File: src/rtl/interval_meas_ctrl_pkg.sv
// Shared definitions for the interval measurement controller.
// Holds the FSM state encoding and the synchronizer depth floor.
// No ports; imported by the top and its sub-modules.
package interval_meas_ctrl_pkg;

    localparam logic [1:0] ST_IDLE     = 2'd0;
    localparam logic [1:0] ST_ARMED    = 2'd1;
    localparam logic [1:0] ST_COUNTING = 2'd2;
    localparam logic [1:0] ST_DONE     = 2'd3;

    localparam int SYNC_STAGES_MIN = 2;

    // A single flop is not a synchronizer, so any request below the floor
    // is raised to the floor rather than building an unsafe chain.
    function automatic int sync_stages_checked(input int n);
        return (n < SYNC_STAGES_MIN) ? SYNC_STAGES_MIN : n;
    endfunction

endpackage

File: src/rtl/counter_ce.sv
// Cycle counter with synchronous clear, count enable and hold at all-ones.
// Latency: value updates on the edge after clr/en.
// Ports: clk, rst, clr, en -> cnt.
module counter_ce #(
    parameter int WIDTH = 32
) (
    input  logic             clk,
    input  logic             rst,
    input  logic             clr,
    input  logic             en,
    output logic [WIDTH-1:0] cnt
);

    always_ff @(posedge clk or posedge rst) begin
        if (rst) begin
            cnt <= '0;
        end else if (clr) begin
            cnt <= '0;
        end else if (en && !(&cnt)) begin
            // Holding at all-ones keeps a long interval from wrapping to a small value.
            cnt <= cnt + 1'b1;
        end
    end

endmodule

File: src/rtl/sync_edge.sv
// Synchronizes one asynchronous event level and emits a one-cycle pulse per rising edge.
// Latency: level sampled at edge k gives a pulse in cycle k+STAGES.
// Ports: clk, rst, evt (async level) -> pulse (one clk cycle).
module sync_edge #(
    parameter int STAGES = 2
) (
    input  logic clk,
    input  logic rst,
    input  logic evt,
    output logic pulse
);

    logic [STAGES-1:0] sync_q;
    logic              last_d;

    always_ff @(posedge clk or posedge rst) begin
        if (rst) begin
            sync_q <= '0;
            last_d <= 1'b0;
        end else begin
            sync_q <= {sync_q[STAGES-2:0], evt};
            last_d <= sync_q[STAGES-1];
        end
    end

    assign pulse = sync_q[STAGES-1] & ~last_d;

endmodule

File: src/rtl/interval_meas_ctrl.sv
// Measures cycles between a start and a stop event, with arm/abort/timeout/saturation.
// Ports: arm/abort/result_ack control, start_evt/stop_evt async levels, timeout_lim;
//        result/result_valid/timeout latched result, busy/state/cnt_live status.
module interval_meas_ctrl
    import interval_meas_ctrl_pkg::*;
#(
    parameter int WIDTH       = 32,
    parameter int SYNC_STAGES = 2
) (
    input  logic             clk,
    input  logic             rst,
    input  logic             arm,
    input  logic             abort,
    input  logic             start_evt,
    input  logic             stop_evt,
    input  logic [WIDTH-1:0] timeout_lim,
    input  logic             result_ack,
    output logic [WIDTH-1:0] result,
    output logic             result_valid,
    output logic             timeout,
    output logic             busy,
    output logic [1:0]       state,
    output logic [WIDTH-1:0] cnt_live
);

    localparam int NSYNC = sync_stages_checked(SYNC_STAGES);

    logic             start_p;
    logic             stop_p;
    logic [1:0]       state_n;
    logic             cnt_clr;
    logic             cnt_en;
    logic             res_ld;
    logic [WIDTH-1:0] res_nxt;
    logic             to_nxt;
    logic [WIDTH-1:0] cnt_p1;
    logic             cnt_max;
    logic             to_hit;

    sync_edge #(.STAGES(NSYNC)) u_sync_start (
        .clk   (clk),
        .rst   (rst),
        .evt   (start_evt),
        .pulse (start_p)
    );

    sync_edge #(.STAGES(NSYNC)) u_sync_stop (
        .clk   (clk),
        .rst   (rst),
        .evt   (stop_evt),
        .pulse (stop_p)
    );

    counter_ce #(.WIDTH(WIDTH)) u_cnt (
        .clk (clk),
        .rst (rst),
        .clr (cnt_clr),
        .en  (cnt_en),
        .cnt (cnt_live)
    );

    // cnt_p1 is what the counter will hold after this edge, so a stop seen
    // now reports the full start-to-stop sample distance.
    assign cnt_p1  = cnt_live + 1'b1;
    assign cnt_max = &cnt_live;
    assign to_hit  = (timeout_lim != '0) && (cnt_p1 == timeout_lim);

    // State register
    always_ff @(posedge clk or posedge rst) begin
        if (rst) begin
            state <= ST_IDLE;
        end else begin
            state <= state_n;
        end
    end

    // Next-state logic
    always_comb begin
        state_n = state;
        case (state)
            ST_IDLE: begin
                if (arm) state_n = ST_ARMED;
            end
            ST_ARMED: begin
                if (abort)        state_n = ST_IDLE;
                else if (start_p) state_n = ST_COUNTING;
            end
            ST_COUNTING: begin
                if (abort)                           state_n = ST_IDLE;
                else if (stop_p || to_hit || cnt_max) state_n = ST_DONE;
            end
            ST_DONE: begin
                if (result_ack) state_n = ST_IDLE;
            end
            default: state_n = ST_IDLE;
        endcase
    end

    // Output / datapath control; priority abort > stop > timeout > saturation
    always_comb begin
        cnt_clr = 1'b0;
        cnt_en  = 1'b0;
        res_ld  = 1'b0;
        res_nxt = '0;
        to_nxt  = 1'b0;
        case (state)
            ST_ARMED: begin
                cnt_clr = abort | start_p;
            end
            ST_COUNTING: begin
                if (abort) begin
                    cnt_clr = 1'b1;
                end else begin
                    cnt_en = 1'b1;
                    if (stop_p) begin
                        res_ld  = 1'b1;
                        res_nxt = cnt_max ? '1 : cnt_p1;
                        to_nxt  = 1'b0;
                    end else if (to_hit) begin
                        res_ld  = 1'b1;
                        res_nxt = timeout_lim;
                        to_nxt  = 1'b1;
                    end else if (cnt_max) begin
                        res_ld  = 1'b1;
                        res_nxt = '1;
                        to_nxt  = 1'b1;
                    end
                end
            end
            default: ;
        endcase
    end

    always_ff @(posedge clk or posedge rst) begin
        if (rst) begin
            result       <= '0;
            timeout      <= 1'b0;
            result_valid <= 1'b0;
        end else begin
            if (res_ld) begin
                result  <= res_nxt;
                timeout <= to_nxt;
            end
            result_valid <= (state_n == ST_DONE);
        end
    end

    assign busy = (state == ST_ARMED) || (state == ST_COUNTING);

endmodule

File: config.mk
export PLATFORM = sky130hd
export DESIGN_NAME = interval_meas_ctrl
export DESIGN_NICKNAME = d
export VERILOG_FILES = /design/src/rtl/interval_meas_ctrl_pkg.sv /design/src/rtl/counter_ce.sv /design/src/rtl/sync_edge.sv /design/src/rtl/interval_meas_ctrl.sv
export SDC_FILE = /design/constraint.sdc
export NUM_CORES = 1
export LEC_CHECK = 0
export CAP_MARGIN = 20
export CORE_MARGIN = 2
export CORE_UTILIZATION = 49
export DETAILED_ROUTE_END_ITERATION = 10
export GPL_ROUTABILITY_DRIVEN = 0
export GPL_TIMING_DRIVEN = 0
export PLACE_DENSITY = 0.78
export SKIP_LAST_GASP = 1
export SYNTH_ARGS = -nofsm -noshare
export SYNTH_HDL_FRONTEND = slang
export SYNTH_HIERARCHICAL = 1
export SYNTH_SLANG_ARGS = --single-unit
export TNS_END_PERCENT = 10
File: constraint.sdc
create_clock -name clk -period 2.8 [get_ports clk]
set_input_delay 0.56 -clock clk [delete_from_list [all_inputs] [get_ports clk]]
set_output_delay 0.56 -clock clk [all_outputs]
set_load 0.01 [all_outputs]
==> flow_summary_export.csv <==
group,metric,value,unit
place,pre_cts_ws,-0.795,ns
synth,netlist.area_leader.share,29.9,%
synth,async_flop_share,100,%
final_layout,stdcell_count,1059,
grt,antenna_found_initial,0,
synth,synth_edf_count,0,
place,port_buffers,107,
floorplan,pin_count,108,
synth,synth_area_leader_cell,"dfrtp_1",
synth,yosysWarningCount,6,
timing,fmax,0.302,GHz
synth,syn-num-nets,737,
final_layout,diodes,0,
floorplan,fp.dieH,116,microns
synth,postSynthAreaPerCell,8.96,sq um
clock_tree,clockBufferDepth,2,
worst_setup_path,ff2ff_path_depth,12,
floorplan,core,12500,sq um
synth,netlist_instances,692,
final_layout,layout_common_cells,"clkdlybuf4s50_1 (107), nor2_1 (72), buf_4 (70), dfrtp_1 (50), a21oi_1 (45)",
power,power-per-cell-area,424,nW/um^2
clock_tree,clock_latency,0.34,ns
final_layout,drive_above_1_share,26.6,%
timing,max_slew_margin,57.2,%
timing,finalHoldViolCount,0,
worst_setup_path,crit_fanout,6,
grt,first_global_vias,6357,
detailed_routing,drt_iter0_markers,872,
detailed_routing,dr.pass1.iters,6,
clock_tree,postCtsHoldBufs,0,
clock_tree,numCtsBuffers,9,
timing,setup_ws,-0.513,ns
place,dpl.hpwl,15200,microns
synth,seq_area_frac_synth,29.9,%
timing,setup_viol,43,
clock_tree,clock_sinks,74,
timing,min_period_over_period,118,%
clock_tree,tritoncts,"built",
worst_hold_path,min_path_type,"reg2reg",
detailed_routing,routed_wl,22400,microns
timing,drv_slew,0,
run_status,outcome,"complete, but fails checks",
synth,ys_ff_latch,74,
grt,track_usage,31.6,%
timing,final.min_clock_period,3.31,ns
timing,rsz0062_at_grt,"true",
worst_setup_path,crit_path_end_kind,"flip-flop",
worst_setup_path,start_kind,"flip-flop",
floorplan,dieWidth,116,microns
synth,synth.area.top_cells,"dfrtp_1 (30%), xnor2_1 (5.7%), mux2_4 (5.1%)",
floorplan,fp-row-count,41,
grt,grt_pass1_wl,33100,microns
grt,grt_max_degree,28,
worst_setup_path,reg2reg_to,"result[19]$_DFFE_PP0P_",
detailed_routing,avgRoutedWirePerCell,21.2,microns
synth,ys_types,85,
worst_setup_path,timing.rr.start,"u_cnt/cnt[1]$_DFFE_PP0P_",
synth,syn_area,6200,sq um
power,max-vdd-ir-drop,0.208,mV
final_layout,final_common_cell,"clkdlybuf4s50_1",
synth,synth_ff_type,"dfrtp_1",
floorplan,initial_core_util,49.7,%
place,dp.cells,973,
final_layout,nets,927,
timing,tightest_slew,0.637,ns
worst_setup_path,crit_path_cell_trace,"ha_4 -> nand3_4 -> buf_12 -> nor3_4 -> xnor2_1 -> a2111oi_1 -> nand4_1 -> buf_6 -> nor4_4 -> buf_4 -> a31oi_1 -> mux2_4",
run_status,violations,"setup timing",
final_layout,nFillCells,894,
worst_setup_path,crit_required,3.02,ns
worst_setup_path,crit_path_max_incr_delay,0.53,ns
timing,clock_skew,0.00715,ns
detailed_routing,via_per_inst,6.43,
worst_setup_path,r2r_slack,-0.51,ns
grt,gr-total-overflow,0,
detailed_routing,drc,0,
worst_setup_path,crit_arrival,3.54,ns
worst_hold_path,holdPathStages,0,
clock_tree,clkTransAtPathRegs,0.06,ns
worst_setup_path,worst-setup-path-type,"reg2reg",
power,p_leak,3.77,nW
worst_setup_path,cp-startpoint,"u_cnt/cnt[1]$_DFFE_PP0P_",
worst_setup_path,worst_path_max_delay_cell,"a2111oi_1",
floorplan,die_area,13600,sq um
detailed_routing,vias,6812,
worst_setup_path,crit_path_end,"result[19]$_DFFE_PP0P_",
final_layout,area_growth,42.3,%
power,power,3.74,mW
clock_tree,htreeDepth,3,
final_layout,utilization,70.8,%
clock_tree,cts_root_buffer,"clkbuf_16",
detailed_routing,ant_nets,0,
flow_run,maxCapViolations,0,
[sequential cells by signal, summed over array words and instances (netlist names)]
signal / cells
result: 32
u_cnt/cnt: 32
state: 2
u_sync_start/sync_q: 2
u_sync_stop/sync_q: 2
result_valid: 1
timeout: 1
u_sync_start/last_d: 1
u_sync_stop/last_d: 1
[worst max-delay path: cells and delay by family, from the launching register on]
| kind | cells | cell delay, ns |
|---|---|---|
| flops | 1 | 0.46 |
| fa+ha+maj | 1 | 0.20 |
| buf+inv | 3 | 0.60 |
| simple gates | 4 | 0.87 |
| compound gates | 2 | 0.67 |
| xor+xnor | 1 | 0.10 |
| mux | 1 | 0.28 |
[power breakdown]
part           leakage (nW)  switching (mW)  internal, mW  total, mW
sequential            0.948           0.128          1.25       1.37
clock                 0.138           0.441         0.688       1.13
combinational          2.69           0.536         0.700       1.24
[stage by stage]
| stage | TNS [ns] | cell area [sq um] | hold WS (ns) |
|---|---|---|---|
| 2_1_floorplan | -0.727 | 6310 | 0.314 |
| 3_3_place_gp | -23.75 | 7590 | 0.338 |
| 3_5_place_dp | -26.20 | 7650 | 0.351 |
| 4_1_cts | -11.04 | 8440 | 0.367 |
| 5_1_grt | -21.19 | 8820 | 0.368 |
| 6_report | -14.84 | 8820 | 0.363 |
[layer usage]
layer	share of wire (%)	up-vias	track usage [%]	routed length, microns
met3	9.0	140	4.62	2020
met4	5.7	0	18.1	1280
met1	38	3189	38.7	8440
met2	48	496	53.3	10700
met5	0	-	0	0
li1	-	2987	-	-
[cell families after synthesis]
logic type	synth area share, %
flops	29.9
compound gates	16.4
xor+xnor	9.87
fa+ha+maj	1.21
mux	6.32
buf+inv	5.41
simple gates	30.9
[area by class of cell]
type / count / area, sq um / area share, %
multi-input combinational: 549 / 4350 / 49.3
buffer: 40 / 315 / 3.57
sequential: 74 / 1880 / 21.3
clock buffer: 13 / 240 / 2.72
inverter: 29 / 111 / 1.26
tap: 172 / 215 / 2.44
timing repair buffer: 179 / 1670 / 18.9
clock inverter: 3 / 40.0 / 0.454
[repair_timing]
action,4_1_cts,5_1_grt
endpoints found under the setup margin,40,56
pin swaps,12,20
setup buffers,48,22
gates resized for setup,34,36
gates cloned,0,1
[cell usage after synthesis, types with 3 or more instances]
cell,number
nand2b_1,8
xnor3_1,5
nor2b_1,3
nor4_4,5
nor4_1,24
o31ai_1,9
nor2_1,75
o2111a_1,3
and4_1,26
buf_6,5
a31oi_1,13
mux2_1,3
inv_1,28
nor3_2,3
nand4_2,3
and2_1,10
dfrtp_1,74
nand2_1,32
o2111ai_1,3
a21oi_1,45
o21ai_0,14
a21oi_2,5
mux2_4,21
nand4_1,29
clkbuf_1,16
nand3_1,29
nor3_1,9
xor2_1,17
buf_2,17
or3_1,15
nor4_2,4
a311oi_1,4
and3_1,13
o21ai_1,7
ha_1,6
xnor2_1,40
or4_1,9
[how the worst min path moves through the flow]
stage,startpoint,endpoint,slack (ns)
6_report,u_sync_stop/sync_q[0]$_DFF_PP0_,u_sync_stop/sync_q[1]$_DFF_PP0_,0.36
4_1_cts,u_sync_stop/sync_q[0]$_DFF_PP0_,u_sync_stop/sync_q[1]$_DFF_PP0_,0.37
3_3_place_gp,u_sync_start/sync_q[0]$_DFF_PP0_,u_sync_start/sync_q[1]$_DFF_PP0_,0.34
3_5_place_dp,u_sync_stop/sync_q[0]$_DFF_PP0_,u_sync_stop/sync_q[1]$_DFF_PP0_,0.35
2_1_floorplan,rst,u_sync_start/last_d$_DFF_PP0_,0.31
5_1_grt,u_sync_stop/sync_q[0]$_DFF_PP0_,u_sync_stop/sync_q[1]$_DFF_PP0_,0.37
No activity file was read; power rests on OpenSTA's default activity.
